--- src/rtl/writeback_stage.sv ---
// Writeback stage: pending-write FIFO that merges ALU and load results into one register-file write port.
// Define WRITEBACK_STAGE_BYPASS_EN to build the forwarding compare logic; otherwise fwd_* outputs are tied to 0.
module writeback_stage #(
  parameter int DEPTH = 4
) (
  input  logic                    clk,
  input  logic                    rst_n,
  input  logic                    flush,
  input  logic                    alu_valid,
  output logic                    alu_ready,
  input  logic [4:0]              alu_addr,
  input  logic [63:0]             alu_data,
  input  logic                    alu_imm_sel,
  input  logic [11:0]             alu_imm,
  input  logic                    mem_valid,
  output logic                    mem_ready,
  input  logic [4:0]              mem_addr,
  input  logic [63:0]             mem_data,
  input  logic                    rf_stall,
  output logic                    rf_w_en,
  output logic [4:0]              rf_addr,
  output logic [63:0]             rf_data,
  output logic [$clog2(DEPTH):0]  count,
  input  logic [4:0]              fwd_addr_1,
  input  logic [4:0]              fwd_addr_2,
  output logic                    fwd_hit_1,
  output logic                    fwd_hit_2,
  output logic [63:0]             fwd_data_1,
  output logic [63:0]             fwd_data_2
);

  localparam int AW = $clog2(DEPTH);
  localparam int CW = AW + 1;

  logic [4:0]    r_fifo_addr [DEPTH];
  logic [63:0]   r_fifo_data [DEPTH];
  logic [AW-1:0] r_wptr;
  logic [AW-1:0] r_rptr;
  logic [CW-1:0] r_count;
  logic          r_rf_w_en;
  logic [4:0]    r_rf_addr;
  logic [63:0]   r_rf_data;

  logic          w_space;
  logic          w_mem_push;
  logic          w_alu_push;
  logic          w_push;
  logic          w_out_free;
  logic          w_pop;
  logic [4:0]    w_push_addr;
  logic [63:0]   w_push_data;
  logic [63:0]   w_alu_payload;

  // Readiness depends only on the current occupancy, never on a same-cycle pop.
  assign w_space    = (r_count < CW'(DEPTH));
  assign mem_ready  = rst_n & w_space & ~flush;
  assign alu_ready  = rst_n & w_space & ~flush & ~mem_valid;
  assign w_mem_push = mem_valid & mem_ready;
  assign w_alu_push = alu_valid & alu_ready;
  assign w_push     = w_mem_push | w_alu_push;
  assign w_out_free = ~r_rf_w_en | ~rf_stall;
  assign w_pop      = w_out_free & (r_count != {CW{1'b0}});

  // Select the channel and payload being pushed this cycle
  always_comb begin
    w_alu_payload = alu_data;
    w_push_addr   = alu_addr;
    w_push_data   = alu_data;
    if (alu_imm_sel) begin
      w_alu_payload = {52'd0, alu_imm};
    end else begin
      w_alu_payload = alu_data;
    end
    if (w_mem_push) begin
      w_push_addr = mem_addr;
      w_push_data = mem_data;
    end else begin
      w_push_addr = alu_addr;
      w_push_data = w_alu_payload;
    end
  end

  // FIFO storage; entries are only meaningful inside the rptr..wptr window
  always_ff @(posedge clk) begin
    if (w_push) begin
      r_fifo_addr[r_wptr] <= w_push_addr;
      r_fifo_data[r_wptr] <= w_push_data;
    end
  end

  // Pointer and occupancy bookkeeping
  always_ff @(posedge clk or negedge rst_n) begin
    if (!rst_n) begin
      r_wptr  <= {AW{1'b0}};
      r_rptr  <= {AW{1'b0}};
      r_count <= {CW{1'b0}};
    end else if (flush) begin
      r_wptr  <= {AW{1'b0}};
      r_rptr  <= {AW{1'b0}};
      r_count <= {CW{1'b0}};
    end else begin
      if (w_push) r_wptr <= r_wptr + AW'(1'b1);
      if (w_pop)  r_rptr <= r_rptr + AW'(1'b1);
      case ({w_push, w_pop})
        2'b10:   r_count <= r_count + CW'(1'b1);
        2'b01:   r_count <= r_count - CW'(1'b1);
        default: r_count <= r_count;
      endcase
    end
  end

  // Registered register-file write port; holds while stalled, flush wins over stall
  always_ff @(posedge clk or negedge rst_n) begin
    if (!rst_n) begin
      r_rf_w_en <= 1'b0;
      r_rf_addr <= 5'd0;
      r_rf_data <= 64'd0;
    end else if (flush) begin
      r_rf_w_en <= 1'b0;
    end else if (w_pop) begin
      r_rf_w_en <= 1'b1;
      r_rf_addr <= r_fifo_addr[r_rptr];
      r_rf_data <= r_fifo_data[r_rptr];
    end else if (w_out_free) begin
      r_rf_w_en <= 1'b0;
    end
  end

  assign rf_w_en = r_rf_w_en;
  assign rf_addr = r_rf_addr;
  assign rf_data = r_rf_data;
  assign count   = r_count;

`ifdef WRITEBACK_STAGE_BYPASS_EN
  logic [64:0] w_fwd_1;
  logic [64:0] w_fwd_2;

  // Scan head to tail so the youngest matching entry is the one kept.
  function automatic logic [64:0] fwd_lookup(input logic [4:0] a);
    logic [64:0]   res;
    logic [AW-1:0] idx;
    res = (r_rf_w_en && (r_rf_addr == a)) ? {1'b1, r_rf_data} : 65'd0;
    for (int k = 0; k < DEPTH; k++) begin
      idx = r_rptr + AW'(k);
      res = ((CW'(k) < r_count) && (r_fifo_addr[idx] == a)) ? {1'b1, r_fifo_data[idx]} : res;
    end
    return res;
  endfunction

  // Forwarding compare for both read ports
  always_comb begin
    w_fwd_1 = fwd_lookup(fwd_addr_1);
    w_fwd_2 = fwd_lookup(fwd_addr_2);
  end

  assign {fwd_hit_1, fwd_data_1} = w_fwd_1;
  assign {fwd_hit_2, fwd_data_2} = w_fwd_2;
`else
  logic w_unused_fwd;
  assign w_unused_fwd = ^{fwd_addr_1, fwd_addr_2};
  assign fwd_hit_1    = 1'b0;
  assign fwd_hit_2    = 1'b0;
  assign fwd_data_1   = 64'd0;
  assign fwd_data_2   = 64'd0;
`endif

endmodule

--- config.mk ---
export PLATFORM = sky130hd
export DESIGN_NAME = writeback_stage
export DESIGN_NICKNAME = d
export VERILOG_FILES = /design/src/rtl/writeback_stage.sv
export SDC_FILE = /design/constraint.sdc
export NUM_CORES = 1
export LEC_CHECK = 0
export BUFFER_PORTS_ARGS = -buffer_cell sky130_fd_sc_hd__buf_2
export CORE_AREA = 10 10 189 191
export CTS_CLUSTER_SIZE = 16
export DETAILED_ROUTE_END_ITERATION = 8
export DIE_AREA = 0 0 199 201
export PLACE_DENSITY = 0.85
export SYNTH_ARGS = -nofsm -noshare
export SYNTH_HDL_FRONTEND = slang
export SYNTH_SLANG_ARGS = --single-unit
--- constraint.sdc ---
create_clock -name clk -period 2.9 [get_ports clk]
set_input_delay 0.29 -clock clk [delete_from_list [all_inputs] [get_ports clk]]
set_output_delay 0.29 -clock clk [all_outputs]
set_load 0.1 [all_outputs]
## Yosys cells after proc, flatten, opt, wreduce, memory -nomap -nowiden

Memories as Yosys holds them, arrays and structs flattened. A register that Yosys moved wholly into a read port is not among the register bits.
Index checks and enable logic that the tools add are counted.

| word-level totals | value |
|---|---|
| register bits after elaboration | 8 |
| RAM bits | 276 |
| input bits | 167 |
| memories kept | 2 |

| operators by class | value |
|---|---|
| $add $sub $neg | 4 |
| $lt $le $gt $ge | 1 |
| eq/ne operators | 2 |
| mux-type cells | 14 |
| bitwise operators | 12 |
| reductions and logical operators | 8 |

Memories:

| memory | depth | bits a word | rd ports | clocked after memory_dff | write ports | RTL line | RTL |
|---|---|---|---|---|---|---|---|
| r_fifo_data | 4 | 64 | 1 | 1 | 1 | 36 | `logic [63:0] r_fifo_data [DEPTH];` |
| r_fifo_addr | 4 | 5 | 1 | 1 | 1 | 35 | `logic [4:0] r_fifo_addr [DEPTH];` |

Operators with widths:

| operator | count |
|---|---|
| 64-bit two-way mux | 2 |
| 3-bit nonzero test | 3 |
| 2-bit two-way mux | 4 |
| 1-bit bitwise AND | 6 |
| 3-bit case mux with 2 select lines | 1 |
| 1-bit two-way mux | 5 |
| 5-bit two-way mux | 1 |
| 2-bit by 1-bit adder with 2-bit output (second input constant) | 2 |
| 1-bit inverter | 4 |
| 2-bit nonzero test | 2 |
| 3-bit by 1-bit adder with 3-bit output (second input constant) | 1 |
| 3-bit less-than comparator (second input constant) | 1 |
| 3-bit two-way mux | 1 |
| 3-bit by 1-bit subtractor with 3-bit output (second input constant) | 1 |
| 2-bit by 1-bit == test with 1-bit output (second input constant) | 1 |
| 2-bit == test (second input constant) | 1 |
| 1-bit zero test | 2 |
| 1-bit OR | 2 |
| 2-bit AND reduction | 1 |

## Logic depth before layout (Yosys ltp)

Gate-level depths: netlist (run 1).

| depth | value |
|---|---|
| depth after elaboration | 9 |
| depth in mapped cells | 8 |
| gate-level depth less buffers | 7 |

## Worst setup path before layout (run 1)

No wires, ideal clock.

| path | value |
|---|---|
| kind | reg2reg |
| start point | reg r_count[2] (netlist: count[2]) |
| end point | mem r_fifo_addr[0][0] (enable) |
| arrival time | 3.239 ns |
| data required time | 2.465 ns |
| setup slack | -0.773 ns |
| cell stages (with the launch flop) | 5 |
| buffers on the path | 1 |
| path through | dfrtp_1 > or3b_4 > nor2_2 > buf_4 > and2_1 |

| on the way | value |
|---|---|
| cells in the longest elaborated chain, start to end | 8 |
| elaborated cells between the ends (all ways) | 9 |
| classes of those cells | order compare (1); mux (2); bitwise (6) |

Ends and longest elaborated chain:

| what | RTL line | RTL |
|---|---|---|
| start, declared | 39 | `logic [CW-1:0] r_count;` |
| start signal, assigned | 96 | `r_count <= {CW{1'b0}};` |
| start signal, assigned | 100 | `r_count <= {CW{1'b0}};` |
| start signal, assigned | 105 | `2'b10: r_count <= r_count + CW'(1'b1);` |
| 3-bit less-than comparator * | 55 | `assign w_space = (r_count < CW'(DEPTH));` |
| 1-bit bitwise AND * (2 in a row) | 56, 57 |  |
| 1-bit bitwise AND | 57 | `assign alu_ready = rst_n & w_space & ~flush & ~mem_valid;` |
| 1-bit bitwise AND | 59 | `assign w_alu_push = alu_valid & alu_ready;` |
| 1-bit OR * | 60 | `assign w_push = w_mem_push \| w_alu_push;` |
| 1-bit two-way mux * | 85 | `if (w_push) begin` |
| 1-bit two-way mux (not written as such) * | 86 | `r_fifo_addr[r_wptr] <= w_push_addr;` |
| end, declared | 35 |  |

Mark *: on every way between the ends. The rest lies on a longest branch, timed or not.

## Worst setup path after layout (run 1)

| path | value |
|---|---|
| start point | reg r_count[0] (netlist: count[0]) |
| end point | reg r_count[2] (netlist: count[2]) |

| on the way | value |
|---|---|
| cells in the longest elaborated chain, start to end | 9 |
| elaborated cells between the ends (all ways) | 16 |
| classes of those cells | add/sub (2); order compare (1); eq/ne (2); mux (2); bitwise (7); reduce/logical (2) |

Ends and longest elaborated chain:

| what | RTL line | RTL |
|---|---|---|
| 3-bit less-than comparator | 55 |  |
| 1-bit bitwise AND (2 in a row) | 56, 57 |  |
| 1-bit bitwise AND | 57 |  |
| 1-bit bitwise AND | 59 |  |
| 1-bit OR | 60 |  |
| 2-bit by 1-bit == test with 1-bit output / 2-bit == test (equally long branches) | 104 | `case ({w_push, w_pop})` |
| 3-bit case mux with 2 select lines | 104 |  |
| 3-bit two-way mux | 97 | `end else if (flush) begin` |

Several ways; a longest one is shown, not always the timed one.
A chain may end at the register's enable or synchronous reset.

==> results of run 1 <==
[logic make-up (layout without fill, tap and decap cells)]
| kind of cell | after synthesis | in the layout | share of synthesized area |
|---|---|---|---|
| flip-flops | 353 | 353 | 0.6727 |
| buffers and inverters | 180 | 323 | 0.08265 |
| multiplexers | 158 | 158 | 0.1673 |
| AND/OR/NAND/NOR | 143 | 143 | 0.04730 |
| AO/OA/AOI/OAI | 69 | 69 | 0.02348 |
| adder cells (fa/ha/maj) | 5 | 5 | 0.004615 |
| XOR/XNOR | 3 | 3 | 0.001731 |
| other | 1 | 133 | 0.0002470 |
[synthesized netlist by cell type (4+ instances only)]
library cell / instances
and2_1: 5
buf_1: 4
buf_2: 8
buf_4: 134
buf_6: 8
clkbuf_1: 18
clkbuf_2: 5
dfrtp_1: 77
edfxtp_1: 276
ha_1: 4
mux2_1: 5
mux2_2: 71
mux2i_1: 13
mux4_2: 69
nand2_1: 67
nand2b_1: 54
nor2_1: 7
o21ai_0: 35
o21ai_1: 29
[path summary, 6_finish.rpt]
kind / start / end / slack, ns
max reg2reg: count[0] / count[2] / 0.59
max: count[0] / count[2] / 0.59
min in group asynchronous: rst_n / rf_data[23] / 0.46
min: mem_addr[2] / r_fifo_addr[1][2] / 0.14
min reg2reg: rf_data[31] / rf_data[31] / 0.50
max in group asynchronous: rst_n / r_rptr[0] / 1.28
[flip-flops by register name, summed over array words and instances (netlist names)]
register and cells:
rf_addr 5, count 3, r_rptr 2, rf_w_en 1, r_fifo_data 256, r_fifo_addr 20, rf_data 64, r_wptr 2
[placed cells by master, fill, tap and decap left out, types with 3 or more instances in the layout]
cell        Yosys  routed
edfxtp_1      276     276
buf_2           8     230
conb_1          1     130
dfrtp_1        77      75
mux2_2         71      71
mux4_2         69      69
nand2_1        67      67
nand2b_1       54      54
clkbuf_16       0      36
o21ai_0        35      35
o21ai_1        29      29
buf_4         134      15
mux2i_1        13      13
clkbuf_1       18       9
buf_12          0       8
nor2_1          7       7
clkinv_2        0       6
and2_4          0       5
mux2_1          5       5
ha_1            4       4
diode_2         0       3
xor2_1          3       3
clkinv_1        0       3
clkinvlp_4      0       3
bufinv_16       0       3
[cell type report]
cell class	count	area (sq um)	share of cell area
timing repair buffer	254	1434	0.08162
multi-input combinational	508	4218	0.2401
clock inverter	20	216.5	0.01232
clock buffer	46	948.4	0.05398
inverter	3	11.26	0.0006410
sequential	353	10220	0.5819
tap	408	510.5	0.02906
antenna	3	7.507	0.0004273
[repair_timing]
item / in CTS / in global routing
buffers inserted: 0 / 0
hold buffers: 1 / 0
hold endpoints to repair: 33 / 0
[power breakdown]
part           leakage (nW)  total (mW)  switching (mW)  internal (mW)
Clock                 0.562        4.51            1.89           2.62
Combinational          2.65        7.99            6.12           1.87
Sequential             3.44        6.74           0.468           6.27
Total                  6.66        19.2            8.48           10.8
[worst max-delay path, cell delays in order, from the launching register on]
cell,delay (ns)
dfrtp_1,0.46
or3_1,0.44
nand2_1,0.15
nor2_1,0.08
fa_1,0.40
nand3b_1,0.19
a2bb2oi_1,0.16
mux2_1,0.33
[per-layer routing]
| layer | part of all wire | GRT usage | vias up |
|---|---|---|---|
| met4 | 0.018 | 0.05179 | 0 |
| met3 | 0.074 | 0.04292 | 40 |
| met5 | 0 | 0 | - |
| met1 | 0.39 | 0.1902 | 4096 |
| met2 | 0.52 | 0.2800 | 326 |
| li1 | - | - | 3626 |
==> qor.csv, run 1 <==
stage;metric;value;unit
synth;synth_cell_types;37;
timing;fin_crit;2.313;ns
timing;fin_worst_skew;0.01899;ns
job;maxCapViolCount;0;
detailed_routing;avgViaCountPerCell;5.071;
global_routing;grt_overflow_total;0;
synth;synth.area.top_cells;edfxtp_1 55%, dfrtp_1 13%, mux4_2 10%;
global_routing;grt_pass1_wl;50.12;mm
synth;synth_top_area_frac;0.5458;
global_routing;antenna_found_initial;2;
power;fin_total_pwr;19.24;mW
min_path;hold_depth;2;
die;num_io_pins;372;
finish;nNetsFinal;1328;
placed_design;gp_congestion;0.7317;
timing;rsz0062_at_grt;no;
global_routing;grt_use_total;0.1615;
critical_path;crit_required;3.30;ns
placed_design;place_area;16390;sq um
timing;finalSetupTns;0;ns
synth;synth_edf_count;276;
detailed_routing;routed_wl;33.10;mm
detailed_routing;ant_nets;0;
die;die_area;40000;sq um
timing;setup_violations;0;
placed_design;pre_cts_ws;0.5769;ns
critical_path;startpoint_type;flip-flop;
synth;ys_warn_count;0;
clock_network;cts.root.buffer_cell;clkbuf_16;
detailed_routing;drt-pass1-iter-count;6;
power;p_leak;6.661;nW
synth;syn_area_per_cell;16.65;sq um
synth;synth_top_cell_by_area;edfxtp_1;
timing;fin_crit_sh;0.7976;
detailed_routing;drtIter0Drc;376;
clock_network;h-tree-depth;2;
finish;stdcell_count;1595;
timing;holdWs;0.1374;ns
placed_design;dp.cells;1525;
placed_design;dp_hpwl;22.26;mm
critical_path;r2r_cells;7;
finish;postLayoutCellArea;17570;sq um
timing;setup_slack;0.5869;ns
critical_path;end_kind;flip-flop;
finish;drive_gt1_frac;0.3868;
timing;worstMarginPinSlew;0.6964;ns
finish;utilization;0.5483;
synth;netlist_area;15180;sq um
clock_network;clkTransAtPathRegs;0.07;ns
clock_network;cts_resized;0;
status;status;finished, final reports clean;
detailed_routing;post_drt_wl_per_cell;20.75;um
timing;fmax;432.3;MHz
detailed_routing;num_vias;8088;
detailed_routing;post-route-drc-count;0;
clock_network;cts_num_sinks;353;
placed_design;port_buffers;231;
die;initial_core_util;0.4739;
critical_path;critical_path_class;flip-flop to flip-flop;
die;fp.dieW;199;um
timing;slew_headroom;0.5357;
finish;syn_to_final_growth;15.70;%
die;die_h;201;um
min_path;hold_class;input pin to flip-flop;
clock_network;cts_made_buffers;36;
synth;syn_inst;912;
clock_network;cts_buffer_depth;3;
global_routing;grt_pass1_vias;9006;
power;p_per_area;1095;nW/um^2
die;core_area;32040;sq um
timing;hold_violations;0;
clock_network;cts_tree;built;
timing;slew_violations;0;
synth;yosysSeqAreaShare;0.6727;
power;vdd.ir_drop.worst;0.0007393;V
synth;ys.flop_type;edfxtp_1;
clock_network;clock_latency;0.52;ns
critical_path;arrival;2.71;ns
synth;synth_seq_cells;353;
global_routing;grt_max_degree;75;
die;num_rows;66;
finish;nFillCells;2496;
critical_path;worst-path-max-fanout;6;
synth;async_flop_share;0.2181;
Power figures use the tool's default switching activity.
==> inputs of run 2 (changes only) <==
- ABC_AREA: default -> 1
- PLACE_DENSITY: 0.85 -> 0.83
- clock period: 2.9 -> 2.3 ns (I/O delays scaled with it)
==> run 2 against run 1 <==
Core utilization rose by 0.77 points; register-to-register slack got worse by 0.43 ns; clock-buffer cell count fell by 1; design area rose by 1.4%; combinational power rose by 38%; sequential share of layout area fell by 0.79 points; sequential power rose by 24%; routed wire length rose by 18%; clock power rose by 34%; power rose by 32%; hold slack got worse by 0.049 ns.
==> qor.csv, run 2 <==
stage;metric;value;unit
critical_path;worst_path_largest_cell_delay;0.51;ns
timing;slew_violations;0;
clock_network;postCtsSetupRepairBufs;0;
timing;finalSetupTns;0;ns
synth;ys_warn_count;0;
finish;utilization;0.5560;
clock_network;h-tree-depth;2;
die;die_h;201;um
finish;stdcell_count;2053;
synth;async_flop_share;0.2181;
timing;setup_violations;0;
timing;hold_violations;0;
detailed_routing;routed_wl;39.17;mm
critical_path;worst-path-max-fanout;58;
power;power.share.clock;0.237;
detailed_routing;post_drt_wl_per_cell;19.08;um
critical_path;arrival;1.98;ns
global_routing;grt_use_total;0.1874;
timing;worstMarginPinSlew;0.7867;ns
synth;synth_cell_types;24;
placed_design;dp.cells;1989;
clock_network;cts.root.buffer_cell;clkbuf_16;
clock_network;cts_tree;built;
die;die_area;40000;sq um
power;seqPwrFrac;0.330;
power;p_per_area;1425;nW/um^2
synth;netlist_area;15370;sq um
finish;mostFrequentLayoutCell;nand2_1;
finish;multi_input_area;4237;sq um
critical_path;path_cells;nor2_4 > nand2_1 > inv_2 > buf_8 > buf_12;
global_routing;grt_overflow_total;0;
clock_network;cts_buffer_depth;3;
finish;drive_gt1_frac;0.2019;
power;comb_power_share;0.432;
die;fp.dieW;199;um
clock_network;clkTransAtPathRegs;0.06;ns
synth;ys.flop_type;edfxtp_1;
power;fin_total_pwr;25.38;mW
job;maxCapViolCount;0;
die;num_io_pins;372;
timing;setup_slack;0.08630;ns
power;p_sw_frac;0.4679;
placed_design;gp_congestion;0.7813;
finish;largest_reg_flops;256;
timing;fin_worst_skew;0.02034;ns
synth;synth.area.top_cells;edfxtp_1 54%, dfrtp_1 13%, nand2_1 7.6%;
timing;fmax;451.7;MHz
detailed_routing;avgViaCountPerCell;5.285;
finish;nNetsFinal;1791;
finish;nFillCells;2635;
timing;rsz0062_at_grt;no;
detailed_routing;drt-pass1-iter-count;5;
finish;syn_to_final_growth;15.90;%
synth;syn_area_per_cell;10.90;sq um
detailed_routing;post-route-drc-count;0;
global_routing;grt_pass1_wl;59.28;mm
synth;ys_top_cells_by_count;312 x nand2_1, 276 x edfxtp_1, 160 x nor2_1;
timing;slew_headroom;0.4755;
global_routing;grt_pass1_vias;10826;
critical_path;r2r_cells;10;
power;vdd.ir_drop.worst;0.001358;V
global_routing;grt_max_degree;77;
finish;seq_area;10220;sq um
synth;synth_top_area_frac;0.5392;
synth;synth_edf_count;276;
status;status;finished, final reports clean;
synth;synth_top_cell_by_area;edfxtp_1;
global_routing;antenna_found_initial;2;
synth;synth_most_common_cell;nand2_1;
synth;yosysSeqAreaShare;0.6646;
power;internal_power;13.51;mW
finish;top_register;r_fifo_data;
synth;synth_seq_cells;353;
detailed_routing;drtIter0Drc;684;
clock_network;cts_made_buffers;35;
synth;syn_inst;1410;
timing;fin_crit;2.214;ns
critical_path;end_kind;primary output;
power;p_switching;11.88;mW
critical_path;slowest_stage;dfrtp_4;
die;initial_core_util;0.4797;
min_path;hold_depth;3;
clock_network;cts_num_sinks;353;
critical_path;crit_required;2.07;ns
placed_design;pre_cts_ws;0.2267;ns
placed_design;port_buffers;231;
placed_design;dp_hpwl;24.33;mm
power;p_leak;7.566;nW
die;num_rows;66;
critical_path;startpoint_type;flip-flop;
finish;final_cell_mix;312 x nand2_1, 276 x edfxtp_1, 228 x buf_2;
min_path;hold_class;input pin to flip-flop;
clock_network;clock_latency;0.51;ns
timing;fin_crit_sh;0.9625;
critical_path;critical_path_class;flip-flop to primary output;
detailed_routing;num_vias;10851;
detailed_routing;ant_nets;0;
die;core_area;32040;sq um
==> run 2: cell count changes in the layout (fill, tap and decap cells not counted), sizes merged, moves of 54 or more <==
cell	previous run	this run
nand3	1	113
mux2	76	0
o21ai	64	142
o22ai	0	69
nand2	67	315
mux4	69	0
nor2	8	161
nand2b	54	0
==> run 2: power groups by stage <==
stage	combinational [mW]	clock [mW]	sequential, mW
after floorplan	4.55	0	12.8
after global placement	10.8	0	8.45
after detailed placement	11.0	0	8.50
after CTS	11.0	6.12	8.38
after global routing	11.7	6.39	8.47
final	11.0	6.03	8.38
==> run 2: timing repair <==
item	4_1_cts	5_1_grt
setup endpoints to repair	1	0
hold buffers	1	0
hold endpoints to repair	35	0
resized for setup	2	0
==> run 2: path summary, 6_finish.rpt <==
check	from	to	slack [ns]
max reg2reg	count[2]	count[2]	0.16
max in group asynchronous	rst_n	rf_data[18]	0.75
max	count[2]	mem_ready	0.09
min reg2reg	rf_data[27]	rf_data[27]	0.47
min in group asynchronous	rst_n	r_rptr[1]	0.10
min	alu_addr[1]	r_fifo_addr[0][1]	0.09
==> run 2: routing by layer <==
layer / wire (um) / track usage
met4: 845 / 0.05424
met3: 3548 / 0.04074
met5: 0 / 0
met1: 15320 / 0.2303
met2: 19450 / 0.3228
==> run 2: logic make-up (layout without fill, tap and decap cells) <==
family / after synthesis / in the layout / share of synthesized area
xor gates and xnor gates: 1 / 1 / 0.0005699
and+or+nand+nor: 590 / 590 / 0.1548
buffers and inverters: 233 / 338 / 0.09475
other: 1 / 131 / 0.0002440
AOI/OAI and AO/OA: 227 / 227 / 0.08050
DFF: 353 / 353 / 0.6646
adders and majority gates: 5 / 5 / 0.004559
==> run 2: area by class of cell <==
| type | instances | area share |
|---|---|---|
| well taps | 408 | 0.02866 |
| inverters | 17 | 0.003722 |
| repair buffers | 259 | 0.08751 |
| multi-input cells | 953 | 0.2378 |
| clock inverters | 17 | 0.01341 |
| clock buffers | 45 | 0.05478 |
| diodes | 1 | 0.0001405 |
| flip-flops and latches | 353 | 0.5740 |
==> run 2: critical path: cells and delay by family (launching register included) <==
family	cells	cell delay [ns]
buffers and inverters	3	0.72
and+or+nand+nor	2	0.23
DFF	1	0.51
==> run 2: metrics by stage <==
stage          hold WS (ns)  area, sq um
2_1_floorplan      -0.06559        15910
3_3_place_gp        0.07122        16580
3_5_place_dp        0.07255        16580
4_1_cts             0.06351        17810
5_1_grt             0.08561        17810
6_report            0.08809        17810
==> inputs of run 3 (changes only) <==
- BUFFER_PORTS_ARGS: -buffer_cell sky130_fd_sc_hd__buf_2 -> default
- CTS_CLUSTER_SIZE: 16 -> default
- DONT_BUFFER_PORTS: default -> 1
- PLACE_DENSITY: 0.83 -> 0.73
==> run 3 against run 2 <==
The run now ends with hold timing left; core utilization is 1.1 points lower; design area is 2.0% lower; die area stayed put; power hardly changed; clock-buffer cell count is 7 higher; via count is 4.0% lower; critical path depth stayed put; sequential share of layout area is 1.2 points higher.
==> qor.csv, run 3 (synthesis results as in run 2) <==
stage;metric;value;unit
status;status;finished, violations left;
status;violations;hold timing;
clock_network;postCtsSetupRepairBufs;0;
placed_design;port_buffers;0;
die;initial_core_util;0.4797;
detailed_routing;dr_wl_met3;3.917;mm
finish;top_register;r_fifo_data;
clock_network;cts.root.buffer_cell;clkbuf_16;
finish;nNetsFinal;1664;
power;p_switching;11.89;mW
placed_design;dp.cells;1831;
placed_design;place_area;15950;sq um
critical_path;worst-path-max-fanout;38;
die;num_io_pins;372;
timing;hold_violations;3;
finish;syn_to_final_growth;13.59;%
timing;rsz0062_at_grt;no;
global_routing;grt_pass1_vias;10328;
min_path;hp-start;flush;
critical_path;r2r_cells;10;
detailed_routing;post_drt_wl_per_cell;20.47;um
critical_path;cp.depth;5;
finish;nFillCells;2696;
detailed_routing;met1_length;15.57;mm
min_path;hold_class;input pin to flip-flop;
global_routing;grt_use_total;0.1873;
detailed_routing;avgViaCountPerCell;5.397;
power;p_leak;7.063;nW
die;core_area;32040;sq um
critical_path;rr_startpoint;count[2];
critical_path;crit_required;2.07;ns
critical_path;r2r-end;count[2];
placed_design;pre_cts_ws;0.01692;ns
finish;multi_input_area;4243;sq um
power;power.share.clock;0.228;
critical_path;critical_path_class;flip-flop to primary output;
critical_path;critPathTopFamily;buffers and inverters;
critical_path;slowest_stage;dfrtp_4;
critical_path;arrival;1.97;ns
critical_path;crit_end;mem_ready;
detailed_routing;drtIter0Drc;910;
timing;slew_headroom;0.3411;
placed_design;dp_hpwl;23.48;mm
die;fp.dieW;199;um
detailed_routing;drt-pass1-iter-count;5;
power;vdd.ir_drop.worst;0.001015;V
timing;fmax;454.0;MHz
finish;final_cell_mix;312 x nand2_1, 276 x edfxtp_1, 154 x nor2_1;
die;die_area;40000;sq um
detailed_routing;num_vias;10417;
detailed_routing;wl_met2;19.49;mm
global_routing;grt_max_degree;140;
critical_path;worst_path_largest_cell_delay;0.49;ns
clock_network;clkTransAtPathRegs;0.06;ns
critical_path;crit_top_cell;buf_6;
finish;drive_gt1_frac;0.1144;
critical_path;path_buf_inv;3;
clock_network;cts_tree;built;
clock_network;h-tree-depth;2;
critical_path;startpoint_type;flip-flop;
global_routing;grt_pass1_wl;58.34;mm
timing;fin_crit;2.203;ns
power;p_per_area;1452;nW/um^2
power;p_sw_frac;0.4689;
finish;postLayoutCellArea;17460;sq um
die;num_rows;66;
global_routing;antenna_found_initial;2;
die;die_h;201;um
power;internal_power;13.47;mW
clock_network;cts_buffer_depth;3;
clock_network;cts_num_sinks;353;
global_routing;grt_overflow_total;0;
timing;setup_violations;0;
timing;worstMarginPinSlew;0.9872;ns
finish;stdcell_count;1930;
timing;slew_violations;0;
detailed_routing;highest_layer;met5;
placed_design;gp_congestion;0.7604;
timing;fin_crit_sh;0.9577;
detailed_routing;routed_wl;39.51;mm
timing;fin_worst_skew;0.01201;ns
timing;finalSetupTns;0;ns
critical_path;path_cells;nor2_4 > nand2_1 > clkinv_2 > buf_6 > buf_6;
clock_network;cts_made_buffers;37;
finish;mostFrequentLayoutCell;nand2_1;
detailed_routing;ant_nets;0;
critical_path;end_kind;primary output;
finish;seq_area;10220;sq um
power;seqPwrFrac;0.322;
job;maxCapViolCount;0;
timing;holdWs;-0.01617;ns
critical_path;crit_start;count[2];
critical_path;reg2reg_setup_slack;0.22;ns
power;comb_power_share;0.451;
timing;setup_slack;0.09735;ns
clock_network;clock_latency;0.51;ns
detailed_routing;post-route-drc-count;0;
finish;largest_reg_flops;256;
-- run 3: cell type report --
type                       count  area share
sequential                   353      0.5856
multi-input combinational    954      0.2430
timing repair buffer         129     0.07037
clock buffer                  52     0.05984
tap                          408     0.02924
clock inverter                16    0.007883
inverter                      17    0.003870
antenna                        1   0.0001433
-- run 3: worst register-to-register path, stage by stage, from the launching register on --
cell	delay, ns
dfrtp_4	0.49
nor2_4	0.12
nand3_4	0.18
nand2_1	0.24
inv_1	0.08
fa_1	0.38
xor2_1	0.18
nand3b_1	0.18
nand2_1	0.07
nand2_1	0.05
nand2_1	0.06
-- run 3: power by group through the flow --
stage,Combinational (mW),Clock (mW),Sequential [mW]
2_1_floorplan,4.55,0,12.8
3_3_place_gp,11.1,0,8.26
3_5_place_dp,11.3,0,8.28
4_1_cts,11.4,5.89,8.16
5_1_grt,12.2,6.16,8.22
6_report,11.4,5.78,8.16
-- run 3: how the worst min path moves through the flow --
stage | endpoint | cells after the start
2_1_floorplan | count[0] | 0
3_3_place_gp | rf_data[4] | 0
3_5_place_dp | rf_data[5] | 0
4_1_cts | r_fifo_data[1][12] | 2
5_1_grt | rf_data[50] | 3
6_report | rf_data[38] | 3
-- run 3: through the flow --
stage            util  power (mW)
2_1_floorplan       -       17.33
3_3_place_gp   0.4979       19.40
3_5_place_dp   0.4979       19.61
4_1_cts        0.5446       25.49
5_1_grt        0.5448       26.54
6_report       0.5449       25.36
-- run 3: repair_timing --
| item | CTS | global route |
|---|---|---|
| pin swaps | 0 | 1 |
| hold endpoints to repair | 151 | 0 |
| resized for setup | 2 | 0 |
| setup endpoints to repair | 1 | 41 |
| hold buffers | 29 | 0 |
| cloned | 0 | 1 |
-- run 3: metal layers --
layer,GRT usage,up-vias
met5,0,-
met4,0.04279,4
met3,0.05080,57
met2,0.3206,454
met1,0.2299,5110
li1,-,4792
